$ cat config.mk
export PLATFORM = sky130hd
export DESIGN_NAME = serial_adder_pw
export DESIGN_NICKNAME = d
export VERILOG_FILES = /design/src/rtl/serial_adder_pw.sv
export SDC_FILE = /design/constraint.sdc
export NUM_CORES = 1
export LEC_CHECK = 0
export ABC_AREA = 0
export CAP_MARGIN = 20
export CORE_MARGIN = 2
export CORE_UTILIZATION = 50
export DETAILED_ROUTE_END_ITERATION = 8
export PLACE_DENSITY = 0.92
export RECOVER_POWER = 100
export SLEW_MARGIN = 20
export SYNTH_ARGS = -nofsm -noshare
export SYNTH_HDL_FRONTEND = slang
export SYNTH_SLANG_ARGS = --single-unit
$ cat constraint.sdc
create_clock -name clk -period 3.6 [get_ports clk]
set_clock_uncertainty 0.2 [all_clocks]
set_input_delay 0.36 -clock clk [delete_from_list [all_inputs] [get_ports clk]]
set_output_delay 0.36 -clock clk [all_outputs]
set_load 0.02 [all_outputs]
$ cat src/rtl/serial_adder_pw.sv
// Multi-cycle ripple adder/subtractor: DIGIT bits per clock through a full-adder
// chain with a registered carry; reports sum, carry-out and signed overflow.
module serial_adder_pw #(
  parameter int WIDTH = 8,
  parameter int DIGIT = 1
) (
  input  logic             clk,
  input  logic             rst,
  input  logic             start_valid,
  output logic             start_ready,
  input  logic             sub,
  input  logic [WIDTH-1:0] a,
  input  logic [WIDTH-1:0] b,
  input  logic             cin,
  output logic [WIDTH-1:0] sum,
  output logic             cout,
  output logic             ovf,
  output logic             busy,
  output logic             done
);

  localparam int N  = WIDTH / DIGIT;
  localparam int CW = (N > 1) ? $clog2(N) : 1;
  localparam logic [CW-1:0] LAST = CW'(N - 1);

  typedef enum logic [1:0] {IDLE, RUN, DONE} state_t;

  state_t           state_q, state_d;
  logic [WIDTH-1:0] a_q, a_d;
  logic [WIDTH-1:0] b_q, b_d;
  logic [WIDTH-1:0] sum_q, sum_d;
  logic [CW-1:0]    cnt_q, cnt_d;
  logic             carry_q, carry_d;
  logic             cout_q, cout_d;
  logic             ovf_q, ovf_d;

  logic [DIGIT:0]   chain_c;
  logic [DIGIT-1:0] digit_s;

  // DIGIT-bit ripple chain fed by the registered carry
  always_comb begin
    chain_c    = '0;
    digit_s    = '0;
    chain_c[0] = carry_q;
    for (int i = 0; i < DIGIT; i++) begin
      digit_s[i]   = a_q[i] ^ b_q[i] ^ chain_c[i];
      chain_c[i+1] = (a_q[i] & b_q[i]) | (chain_c[i] & (a_q[i] ^ b_q[i]));
    end
  end

  always_comb begin
    state_d     = state_q;
    a_d         = a_q;
    b_d         = b_q;
    sum_d       = sum_q;
    cnt_d       = cnt_q;
    carry_d     = carry_q;
    cout_d      = cout_q;
    ovf_d       = ovf_q;
    start_ready = 1'b0;
    busy        = 1'b0;
    done        = 1'b0;
    case (state_q)
      IDLE: begin
        start_ready = 1'b1;
        if (start_valid) begin
          // Subtraction as a + ~b + ~cin gives a - b - cin
          a_d     = a;
          b_d     = sub ? ~b : b;
          carry_d = sub ? ~cin : cin;
          cnt_d   = '0;
          state_d = RUN;
        end
      end
      RUN: begin
        busy    = 1'b1;
        a_d     = a_q >> DIGIT;
        b_d     = b_q >> DIGIT;
        carry_d = chain_c[DIGIT];
        sum_d   = (sum_q >> DIGIT) | (WIDTH'(digit_s) << (WIDTH - DIGIT));
        cnt_d   = cnt_q + CW'(1);
        if (cnt_q == LAST) begin
          cout_d  = chain_c[DIGIT];
          ovf_d   = chain_c[DIGIT] ^ chain_c[DIGIT-1];
          state_d = DONE;
        end
      end
      DONE: begin
        done    = 1'b1;
        state_d = IDLE;
      end
      default: state_d = IDLE;
    endcase
  end

  always_ff @(posedge clk or posedge rst) begin
    if (rst) begin
      state_q <= IDLE;
      a_q     <= '0;
      b_q     <= '0;
      sum_q   <= '0;
      cnt_q   <= '0;
      carry_q <= 1'b0;
      cout_q  <= 1'b0;
      ovf_q   <= 1'b0;
    end else begin
      state_q <= state_d;
      a_q     <= a_d;
      b_q     <= b_d;
      sum_q   <= sum_d;
      cnt_q   <= cnt_d;
      carry_q <= carry_d;
      cout_q  <= cout_d;
      ovf_q   <= ovf_d;
    end
  end

  assign sum  = sum_q;
  assign cout = cout_q;
  assign ovf  = ovf_q;

endmodule

==> flow_summary_export.csv <==
group,metric,value,unit
status,status,"finished, violations left",
status,violations,"design-rule violations",
cells_and_area,finalNetCount,174,
synth,ys_seq_elements,32,
synth,synth_cell_types,26,
floorplan,fp.dieH,58.6,um
pwr,power.density,778,nW/um^2
clocking,clock-root-buffer,"clkbuf_4",
floorplan,die_area,3440,um^2
global_routing,grt_pass1_vias,1028,
pwr,max-vdd-ir-drop,0.473,mV
critical_path,crit_required,3.04,ns
cells_and_area,antennaDiodeCount,0,
sta,finalSetupTns,0,ns
pwr,clock_power_share,14.5,%
cells_and_area,area_delta_synth_final,24.6,%
synth,netlist_area,1490,um^2
clocking,cts_sinks,32,
critical_path,kind_of_capture_point_of_the_worst_setup_path,"primary output",
critical_path,cpPeakStageDelay,0.73,ns
synth,synthesis.nets,142,
synth,synth.area.top_cells,"dfrtp_1, mux2_2, a221o_1, xor2_1, and3b_1",
sta,rsz0062_at_grt,"no",
pwr,internal_power,930,uW
sta,clock_period_minus_final_worst_setup_slack,2.80,ns
synth,syn-mean-instance-area,12.6,um^2
synth,yosys_synthesis_warning_count,0,
pwr,p_comb_share,41.9,%
cells_and_area,final_layout_size_suffix_gt1_share,12.6,%
routing,detail_route.first_pass.iterations,6,
routing,routed-via-count,1048,
clocking,clk_transition_reported_paths,0.09,ns
sta,final-hold-violation-count,0,
clocking,cts_max_path_buffers,2,
critical_path,timing.critical_path.arrival,2.24,ns
critical_path,crit_type,"flop to primary output",
clocking,cts.repair.resized,0,
pwr,power_leakage,0.000855,uW
synth,synth.largest_area_cell,"dfrtp_1",
critical_path,timing.critical_path.from_type,"flop",
sta,period_share,77.7,%
synth,ys_async_sr_fraction,100,%
global_routing,grt_overflow,0,
synth,primary_flip_flop_cell_chosen_by_synthesis_mapping,"dfrtp_1",
critical_path,crit_chain,"nor2b_4 -> dlygate4sd3_1",
routing,detail_route.iter0.violations,23,
synth,synth_enable_flop_cells,0,
floorplan,ioPinCount,34,
sta,setup_viol,0,
placement,post_dp_cell_area,1830,um^2
synth,synth-seq-area-share,53.7,%
pwr,power.net_switching,515,uW
hold_path,hold_path_class,"flop to flop",
sta,maxClockFrequency,358,MHz
routing,drt_drc_violations_left,2,
synth,synth.top_cell.area_share,53.7,%
routing,avgViaCountPerCell,5.76,
clocking,h_tree_depth_reported_by_cts,2,
cells_and_area,final_cell_area,1860,um^2
pwr,total_power,1440,uW
floorplan,floorplan.initialDensity,53.2,%
sta,final.hold.worst_slack,0.293,ns
sta,finalMaxSlewViolations,0,
global_routing,first_pass_grt_wire_length,4670,um
sta,tightestPinTransition,1.40,ns
placement,io_buffers,33,
clocking,clock_insertion_delay_worst_skew,0.33,ns
routing,wire_per_inst,15.0,um
clocking,cts_setup_buffers,0,
cells_and_area,utilization,66.2,%
placement,gp_routability_congestion,0.727,
floorplan,num_rows,19,
sta,max_slew_margin,6.68,%
global_routing,number_of_antenna_violations_at_the_first_check_in_global_routing,0,
floorplan,floorplan.core_area,2810,um^2
clocking,inserted_clock_buffers,5,
pwr,pwr-share-seq,43.6,%
synth,synthesis.instances,118,
flow_run,maximum_capacitance_violations,0,
floorplan,chipWidth,58.6,um
global_routing,grt_start_max_net_pins,22,
routing,routed_wl,2730,um
global_routing,grtUsageTotal,18.3,%
routing,antenna_violating_nets_post_route,0,
critical_path,critical-path-slowest-cell,"dlygate4sd3_1",
clocking,clock_tree_from_tritoncts,"yes",
pwr,netSwitchingFraction,35.6,%
critical_path,critical_path_peak_fanout,21,
clocking,ctsHoldBuffers,0,
placement,post-dp-hpwl,2010,um
[sequential cells by signal, indices dropped and copies added, names as in the netlist]
register / count
carry_q: 1
state_q: 2
cnt_q: 3
sum: 8
ovf: 1
cout: 1
a_q: 8
b_q: 8
[layout make-up]
class / instances / area (um^2)
repair buffers: 34 / 334
fillers: 241 / 947
multi-input cells: 75 / 618
well taps: 31 / 38.8
inverters: 2 / 7.51
flip-flops and latches: 32 / 801
clock buffers: 8 / 58.8
[power groups by stage]
stage / sequential, uW / clock [uW] / combinational [uW]
final: 630 / 210 / 605
after floorplan: 655 / 0 / 411
after CTS: 635 / 216 / 643
after global routing: 655 / 232 / 663
after detailed placement: 640 / 0 / 641
after global placement: 627 / 0 / 604
[worst max-delay path, delay by kind of cell, from the launching register on]
| family | cells | cell delay, ns |
|---|---|---|
| flip-flops | 1 | 0.71 |
| AND/OR/NAND/NOR | 1 | 0.46 |
| buffers and inverters | 1 | 0.73 |
[logic make-up (layout without fill, tap and decap cells)]
family                   count (synthesis)  in the layout  synth area share (%)
flip-flops                              32             32                  53.7
AO/OA/AOI/OAI                           28             28                  14.8
AND/OR/NAND/NOR                         23             23                  9.73
multiplexers                            11             11                  8.31
buffers and inverters                   11             44                  4.61
XOR/XNOR                                10             10                  5.87
adder cells (fa/ha/maj)                  3              3                  3.02
[cell usage after synthesis (2+ instances only)]
master    count
a221o_1       8
a22o_1        3
a22oi_1       7
and3b_1       7
buf_2         4
buf_4         4
dfrtp_1      32
ha_1          2
inv_1         2
mux2_2       11
nand2_1       8
nand2b_1      2
nor2b_1       2
o21ai_0       5
o21ai_1       2
xor2_1        9
[cells in the final DEF, fill, tap and decap left out, types with 2 or more instances in the layout]
cell,n
nand2b_1,2
clkbuf_1,3
mux2_2,11
nor2b_1,2
dlygate4sd3_1,14
ha_1,2
and3b_1,7
inv_1,2
a221o_1,8
clkbuf_4,5
dfrtp_1,32
xor2_1,9
nand2_1,8
a22o_1,3
a22oi_1,7
clkdlybuf4s50_1,19
o21ai_0,7
[final timing paths]
path,start,to,slack (ns),cells past startpoint
worst max-delay path,state_q[0],busy,0.80,2
worst min-delay path,a_q[3],a_q[3],0.29,2
worst max register to register,state_q[0],cnt_q[0],1.23,2
worst min register to register,a_q[3],a_q[3],0.29,2
max in group asynchronous,rst,cnt_q[1],1.68,3
min in group asynchronous,rst,carry_q,0.31,2
[layer usage]
layer  track usage [%]  share of wire, %
met1              21.5                41
met4              8.44               1.7
met5                 0                 0
met3              4.84               5.8
met2              31.3                51
[per-stage QoR]
stage               worst slack (ns)  cells
finish                         0.803    182
global placement                1.27    173
floorplan                       2.02    118
detailed placement              1.22    174
global route                   0.676    182
CTS                            0.819    182
No activity file was read; power rests on OpenSTA's default activity.
